==> config.mk <==
export PLATFORM = sky130hd
export DESIGN_NAME = m92_sdr_cpu_port
export DESIGN_NICKNAME = d
export VERILOG_FILES = /design/src/rtl/m92_pkg.sv /design/src/rtl/m92_sdr_cpu_port.sv
export SDC_FILE = /design/constraint.sdc
export NUM_CORES = 1
export LEC_CHECK = 0
export ABC_AREA = 1
export CORE_MARGIN = 2
export CORE_UTILIZATION = 46
export DETAILED_ROUTE_END_ITERATION = 7
export PLACE_DENSITY_LB_ADDON = 0.15
export SYNTH_ARGS = -nofsm -noshare
export SYNTH_HDL_FRONTEND = slang
export SYNTH_SLANG_ARGS = --single-unit
==> constraint.sdc <==
create_clock -name clk_ram -period 1.96 [get_ports clk_ram]
set_input_delay 0.294 -clock clk_ram [delete_from_list [all_inputs] [get_ports clk_ram]]
set_output_delay 0.294 -clock clk_ram [all_outputs]
set_load 0.05 [all_outputs]
==> src/rtl/m92_pkg.sv <==
// Shared types for the m92 CPU SDRAM channel: command word, responder state
// encoding and the byte-enable merge used to keep the read cache coherent.
package m92_pkg;

  typedef struct packed {
    logic [23:0] addr;
    logic [1:0]  be;
    logic [15:0] data;
  } sdr_cpu_cmd_t;

  typedef enum logic [1:0] {
    IDLE,
    ISSUE,
    WAIT,
    RESP
  } sdr_port_state_t;

  function automatic logic [15:0] merge_be(input logic [15:0] old,
                                           input logic [15:0] wdata,
                                           input logic [1:0]  be);
    merge_be = old;
    if (be[1]) merge_be[15:8] = wdata[15:8];
    if (be[0]) merge_be[7:0]  = wdata[7:0];
  endfunction

endpackage

==> src/rtl/m92_sdr_cpu_port.sv <==
// Responder end of the CPU SDRAM channel: executes each request on the backend
// port (or from the one-word read cache) and answers with a single rdy pulse.
//
//   state | meaning
//   IDLE  | waiting for the active slot; hit -> RESP, miss/write -> ISSUE
//   ISSUE | mem_req held with the slot contents until mem_ack
//   WAIT  | read accepted, waiting for mem_valid
//   RESP  | rdy pulse, active slot retired, pending slot promoted
module m92_sdr_cpu_port
  import m92_pkg::*;
#(
  parameter bit CACHE_EN = 1'b1
) (
  input  logic        clk_ram,
  input  logic        reset_n,
  input  logic        sdr_cpu_req,
  input  logic [24:0] sdr_cpu_addr,
  input  logic [1:0]  sdr_cpu_wr_sel,
  input  logic [15:0] sdr_cpu_din,
  output logic [15:0] sdr_cpu_dout,
  output logic        sdr_cpu_rdy,
  output logic        mem_req,
  output logic        mem_we,
  output logic [1:0]  mem_be,
  output logic [23:0] mem_addr,
  output logic [15:0] mem_wdata,
  input  logic        mem_ack,
  input  logic        mem_valid,
  input  logic [15:0] mem_rdata,
  output logic        overflow
);

  sdr_port_state_t state;
  sdr_cpu_cmd_t    slot;
  sdr_cpu_cmd_t    pend;
  logic            slot_full;
  logic            pend_full;
  logic            c_valid;
  logic [23:0]     c_addr;
  logic [15:0]     c_data;

  sdr_cpu_cmd_t    req_cmd;
  logic            cache_hit;
  logic            unused_addr_lsb;

  assign req_cmd         = '{sdr_cpu_addr[24:1], sdr_cpu_wr_sel, sdr_cpu_din};
  assign unused_addr_lsb = sdr_cpu_addr[0];
  assign cache_hit       = CACHE_EN && (slot.be == 2'b00) && c_valid &&
                           (c_addr == slot.addr);

  always_ff @(posedge clk_ram or negedge reset_n) begin
    if (!reset_n) begin
      state        <= IDLE;
      slot         <= '0;
      pend         <= '0;
      slot_full    <= 1'b0;
      pend_full    <= 1'b0;
      c_valid      <= 1'b0;
      c_addr       <= '0;
      c_data       <= '0;
      sdr_cpu_dout <= '0;
      sdr_cpu_rdy  <= 1'b0;
      mem_req      <= 1'b0;
      mem_we       <= 1'b0;
      mem_be       <= '0;
      mem_addr     <= '0;
      mem_wdata    <= '0;
      overflow     <= 1'b0;
    end else begin
      sdr_cpu_rdy <= 1'b0;

      // RESP retires the active slot, so a request landing there always fits.
      if (state == RESP) begin
        if (pend_full) begin
          slot      <= pend;
          slot_full <= 1'b1;
          pend_full <= sdr_cpu_req;
          if (sdr_cpu_req) pend <= req_cmd;
        end else begin
          slot_full <= sdr_cpu_req;
          if (sdr_cpu_req) slot <= req_cmd;
        end
      end else if (sdr_cpu_req) begin
        if (!slot_full) begin
          slot      <= req_cmd;
          slot_full <= 1'b1;
        end else if (!pend_full) begin
          pend      <= req_cmd;
          pend_full <= 1'b1;
        end else begin
          overflow  <= 1'b1;
        end
      end

      case (state)
        IDLE: begin
          if (slot_full) begin
            if (cache_hit) begin
              sdr_cpu_dout <= c_data;
              sdr_cpu_rdy  <= 1'b1;
              state        <= RESP;
            end else begin
              mem_req   <= 1'b1;
              mem_we    <= |slot.be;
              mem_be    <= slot.be;
              mem_addr  <= slot.addr;
              mem_wdata <= slot.data;
              state     <= ISSUE;
            end
          end
        end
        ISSUE: begin
          if (mem_ack) begin
            mem_req <= 1'b0;
            if (mem_we) begin
              if (c_valid && (c_addr == slot.addr))
                c_data <= merge_be(c_data, slot.data, slot.be);
              sdr_cpu_rdy <= 1'b1;
              state       <= RESP;
            end else begin
              state <= WAIT;
            end
          end
        end
        WAIT: begin
          if (mem_valid) begin
            sdr_cpu_dout <= mem_rdata;
            c_valid      <= 1'b1;
            c_addr       <= slot.addr;
            c_data       <= mem_rdata;
            sdr_cpu_rdy  <= 1'b1;
            state        <= RESP;
          end
        end
        RESP: state <= IDLE;
        default: state <= IDLE;
      endcase
    end
  end

endmodule
======== After elaboration in Yosys (flattened, before gate mapping) ========
Cells that the tools add are included.
storage, ports and cells
  output and inout port bits .............. 62
  bits of input ports ..................... 64
  register bits after elaboration ......... 191
  logic and storage cells ................. 106
operators by class
  equal/unequal tests ..................... 17
  reduce and logical (&&, ||, !) cells .... 23
  bitwise gates (word level) .............. 2
  mux-type cells .......................... 43
operator list
  operator              count
  $mux W42              10
  $mux W16              6
  $pmux W16 S2          2
  $eq A24 B24 Y1        1
  $ne A2 B2 Y1 const B  11
  $mux W1               16
  $mux W8               2
  $reduce_and A4 Y1     3
  $reduce_and A6 Y1     2
  $reduce_bool A2 Y1    6
  $reduce_and A3 Y1     3
  $mux W2               4
  $pmux W2 S4           1
  $reduce_and A5 Y1     1
  $eq A2 B2 Y1 const B  2
  $logic_not A2 Y1      2
  $ne A2 B1 Y1 const B  2
  $reduce_and A2 Y1     2
  $logic_and A1 B1 Y1   3
  $pmux W1 S3           1
  $eq A2 B1 Y1 const B  1
  $not A1 Y1            2
  $pmux W1 S2           1
  $reduce_or A2 Y1      1

======== Longest topological paths before layout ========
  word-level depth ........................ 6
  gate-level depth with buffers ........... 14
  mapped depth without buffers ............ 13

======== Least setup slack after synthesis ========
No wires, ideal clock.
  path type ............................... register to register
  from .................................... register state[0]
  to ...................................... register sdr_cpu_dout[10]
  buffers on the path ..................... 2
  data required time ...................... 1.894 ns
  library setup time ...................... 0.066 ns
  path slack .............................. 0.191 ns
  arrival time ............................ 1.703 ns
  cell stages (with the launch flop) ...... 9
  period minus slack after synthesis ...... 1.769 ns
  cell sequence ........................... dfrtp_1 -> inv_1 -> ha_1 -> inv_1 -> buf_2 -> a21oi_2 -> clkbuf_1 -> nand3_1 -> nand2_1
on the way
  word-level cells in the longest chain between the ends .. 3
  elaborated cells on any way between the ends .. 8
  classes of those cells .................. 4 x eq/ne; 1 x mux; 3 x reduce/logical
ends and longest elaborated chain
  element                                                              line                     text
  start: declaration                                                   m92_sdr_cpu_port.sv:33   sdr_port_state_t state;
  start signal: assignment                                             m92_sdr_cpu_port.sv:53   state <= IDLE;
  start signal: assignment                                             m92_sdr_cpu_port.sv:101  state <= RESP;
  start signal: assignment                                             m92_sdr_cpu_port.sv:108  state <= ISSUE;
  $eq A2 B2 Y1 / $logic_not A2 Y1 (equally long branches)              m92_sdr_cpu_port.sv:95   case (state)
  $ne A2 B2 Y1 (no line) / $reduce_bool A2 Y1 (equally long branches)  -
  $reduce_and A4 Y1 (no line)                                          -
  end signal: assignment                                               m92_sdr_cpu_port.sv:99   sdr_cpu_dout <= c_data;
  end signal: assignment                                               m92_sdr_cpu_port.sv:127  sdr_cpu_dout <= mem_rdata;
  end: declaration                                                     m92_sdr_cpu_port.sv:20   output logic [15:0] sdr_cpu_dout,
Several ways; a longest one is shown, not always the timed one.
A chain may end at the register's enable or synchronous reset.

======== Worst setup path in the final report ========
  from .................................... register mem_addr[18]
  to ...................................... output port mem_addr[18]
RTL lines
  element                   line                     text
  start: declaration        m92_sdr_cpu_port.sv:25   output logic [23:0] mem_addr,
  start signal: assignment  m92_sdr_cpu_port.sv:106  mem_addr <= slot.addr;
No word-level cell between the ends.

==> flow_metrics.tcl <==
set metrics [dict create \
    synth-edff-count 0 \
    setup_viol 0 \
    final_area_um2 11000 \
    clkLatencyLatePin_ns 0.43 \
    syn_nets 1133 \
    cp_max_fo 2 \
    crit_chain "clkdlybuf4s50_1" \
    p_sw_w 0.00907 \
    die_h_um 141 \
    critPathCaptureType "output port" \
    finalPower_w 0.0204 \
    drv_cap 0 \
    hold_class "in -> async" \
    clk_pin_slew_worst_paths_ns 0.07 \
    pin_count 126 \
    antenna_cells 0 \
    io_buffers 124 \
    final_core_util 0.589 \
    internal-power_w 0.0113 \
    wire_per_inst_um 14.0 \
    clock_skew_ns 0.00747 \
    cp_slowest_stage_delay_ns 0.82 \
    gp_congestion 0.875 \
    avgSynthCellArea_um2 8.17 \
    synth_top_area_share 0.550 \
    clk_path_buf_depth 2 \
    dp_cells 1400 \
    tightest_slew_ns 0.552 \
    drc 0 \
    viasPerCell 4.95 \
    period_minus_slack_ns 1.93 \
    clock.fmax_mhz 518 \
    maxSlewViolCount 0 \
    cts_root_buf "clkbuf_16" \
    start_util 0.466 \
    htree_levels 4 \
    swShare 0.445 \
    layout-drive-gt1-share 0.0868 \
    p_comb_frac 0.488 \
    final-seq-area_um2 4780 \
    critPathTopFamily "buffers and inverters" \
    num_vias 7083 \
    cp-start-kind "flop" \
    grtUsageTotal 0.205 \
    wl_mm 20.0 \
    outcome "complete, no violations" \
    fillers 1718 \
    dr.first_iter.drc_count 603 \
    rsz0062_at_grt "no" \
    synth_ff_type "dfrtp_1" \
    placementRows 50 \
    path_buf_inv 1 \
    yosysWarnings 0 \
    multi_input_area_um2 3270 \
    die_w_um 141 \
    core-area_um2 18600 \
    worst_path_max_delay_cell "clkdlybuf4s50_1" \
    seqPwrFrac 0.332 \
    grt_max_degree 54 \
    final_nets 1255 \
    hold_violations 0 \
    synth-async-reset-ratio 1.00 \
    cts_tree "done" \
    grt_pass1_wl_mm 32.5 \
    fp.dieArea_um2 20000 \
    leakagePower_nw 5.46 \
    synth_common_cells "nand2_1 (361), dfrtp_1 (191), o21ai_0 (130)" \
    relSlewSlack 0.631 \
    arrival_ns 1.64 \
    syn-cell-area_um2 8700 \
    antenna_found_initial 0 \
    ys_seq_area_frac 0.550 \
    syn_to_final_growth_pct 26.2 \
    antenna_left 0 \
    synth.ff_latch_count 191 \
    yosysUniqueCellTypes 38 \
    numCtsBuffers 17 \
    pwr-share-clk 0.180 \
    dpl.hpwl_mm 14.2 \
    synth_most_common_cell "nand2_1" \
    cp_data_required_time_ns 1.67 \
    cts.sinks 191 \
    powerDensity_nw_per_um2 1860 \
    syn_inst 1064 \
    yosysTopAreaCell "dfrtp_1" \
    grt_overflow 0 \
    dr.pass1.iters 5 \
    post_cts.repair.setup_buffers 0 \
    final_cells 1432 \
    tns_ns 0 \
    vdd_drop_max_v 0.000925 \
    path_class "reg -> out" \
    fin_crit_sh 0.986 \
    dpl-instance-area_um2 10300 \
    ys_top_cells_by_area "dfrtp_1 (55%), nand2_1 (16%), o21ai_0 (7.5%), inv_1 (4.4%), nor2_1 (2.3%)" \
    grt_pass1_vias 6251 \
]
==> per-stage QoR <==
step,hold WS [ns],worst slack [ns]
final,0.395,0.0283
after global routing,0.455,0.00372
after detailed placement,0.289,0.0715
after global placement,0.287,0.139
after floorplan,-0.00159,0.191
after CTS,0.411,0.0160
==> cell type report <==
type | instances | share of cell area
clock buffers | 18 | 0.0400
inverters | 113 | 0.0386
flip-flops and latches | 191 | 0.435
clock inverters | 13 | 0.0170
repair buffers | 154 | 0.145
well taps | 234 | 0.0267
multi-input cells | 709 | 0.298
==> cell families after synthesis <==
family | count (synthesis) | share of synthesized area
and+or+nand+nor | 471 | 0.217
xor gates and xnor gates | 5 | 0.00504
AOI/OAI and AO/OA | 228 | 0.142
DFF | 191 | 0.550
adders and majority gates | 5 | 0.00719
buffers and inverters | 164 | 0.0791
==> state kept, by name, summed over array words and instances (netlist names), 2 cells and up <==
signal / count
pend: 42
slot: 42
c_addr: 24
mem_addr: 24
c_data: 16
mem_wdata: 16
sdr_cpu_dout: 16
mem_be: 2
state: 2
==> final timing paths <==
| kind | startpoint | endpoint | slack (ns) | depth (start not counted) |
|---|---|---|---|---|
| max | mem_addr[18] | mem_addr[18] | 0.03 | 1 |
| min | reset_n | mem_addr[5] | 0.39 | 2 |
| max reg2reg | state[1] | c_data[1] | 0.17 | 8 |
| min reg2reg | sdr_cpu_dout[5] | sdr_cpu_dout[5] | 0.47 | 2 |
| max in group asynchronous | reset_n | pend[22] | 0.85 | 3 |
| min in group clk_ram | sdr_cpu_din[6] | pend[6] | 0.45 | 3 |
==> layer usage <==
layer / vias up / wire (um) / GRT usage
met2: 167 / 8370 / 0.281
met3: 20 / 834 / 0.0287
li1: 3607 / - / -
met5: - / 0 / 0
met4: 0 / 280 / 0.0626
met1: 3289 / 10500 / 0.334
==> layout by cell type, fill, tap and decap left out, drive strengths merged <==
cell | netlist | routed
a211oi | 1 | 1
a21boi | 11 | 11
a21oi | 33 | 33
a31o | 1 | 1
a31oi | 1 | 1
and3 | 1 | 1
buf | 20 | 32
bufinv | 0 | 4
clkbuf | 31 | 19
clkdlybuf4s50 | 0 | 118
clkinv | 1 | 4
clkinvlp | 0 | 4
dfrtp | 191 | 191
dlygate4sd3 | 0 | 1
dlymetal6s2s | 0 | 2
ha | 5 | 5
inv | 112 | 114
nand2 | 366 | 366
nand3 | 39 | 39
nand4 | 6 | 6
nor2 | 55 | 55
nor3 | 1 | 1
o211ai | 3 | 3
o21a | 5 | 5
o21ai | 172 | 172
o22ai | 1 | 1
or2 | 3 | 3
xnor2 | 3 | 3
xor2 | 2 | 2
==> power groups by stage <==
stage / clock, W / combinational [W] / sequential [W]
global placement: 0 / 0.00970 / 0.00675
detailed placement: 0 / 0.00986 / 0.00680
CTS: 0.00373 / 0.00992 / 0.00675
finish: 0.00367 / 0.00995 / 0.00676
global route: 0.00390 / 0.0111 / 0.00695
floorplan: 0 / 0.00523 / 0.00839
==> timing repair <==
item / 4_1_cts / 5_1_grt
gates resized for setup: 0 / 12
endpoints found under the setup margin: 0 / 36
hold endpoints to repair: 48 / 0
hold buffers: 1 / 0
Power figures use the tool's default switching activity.
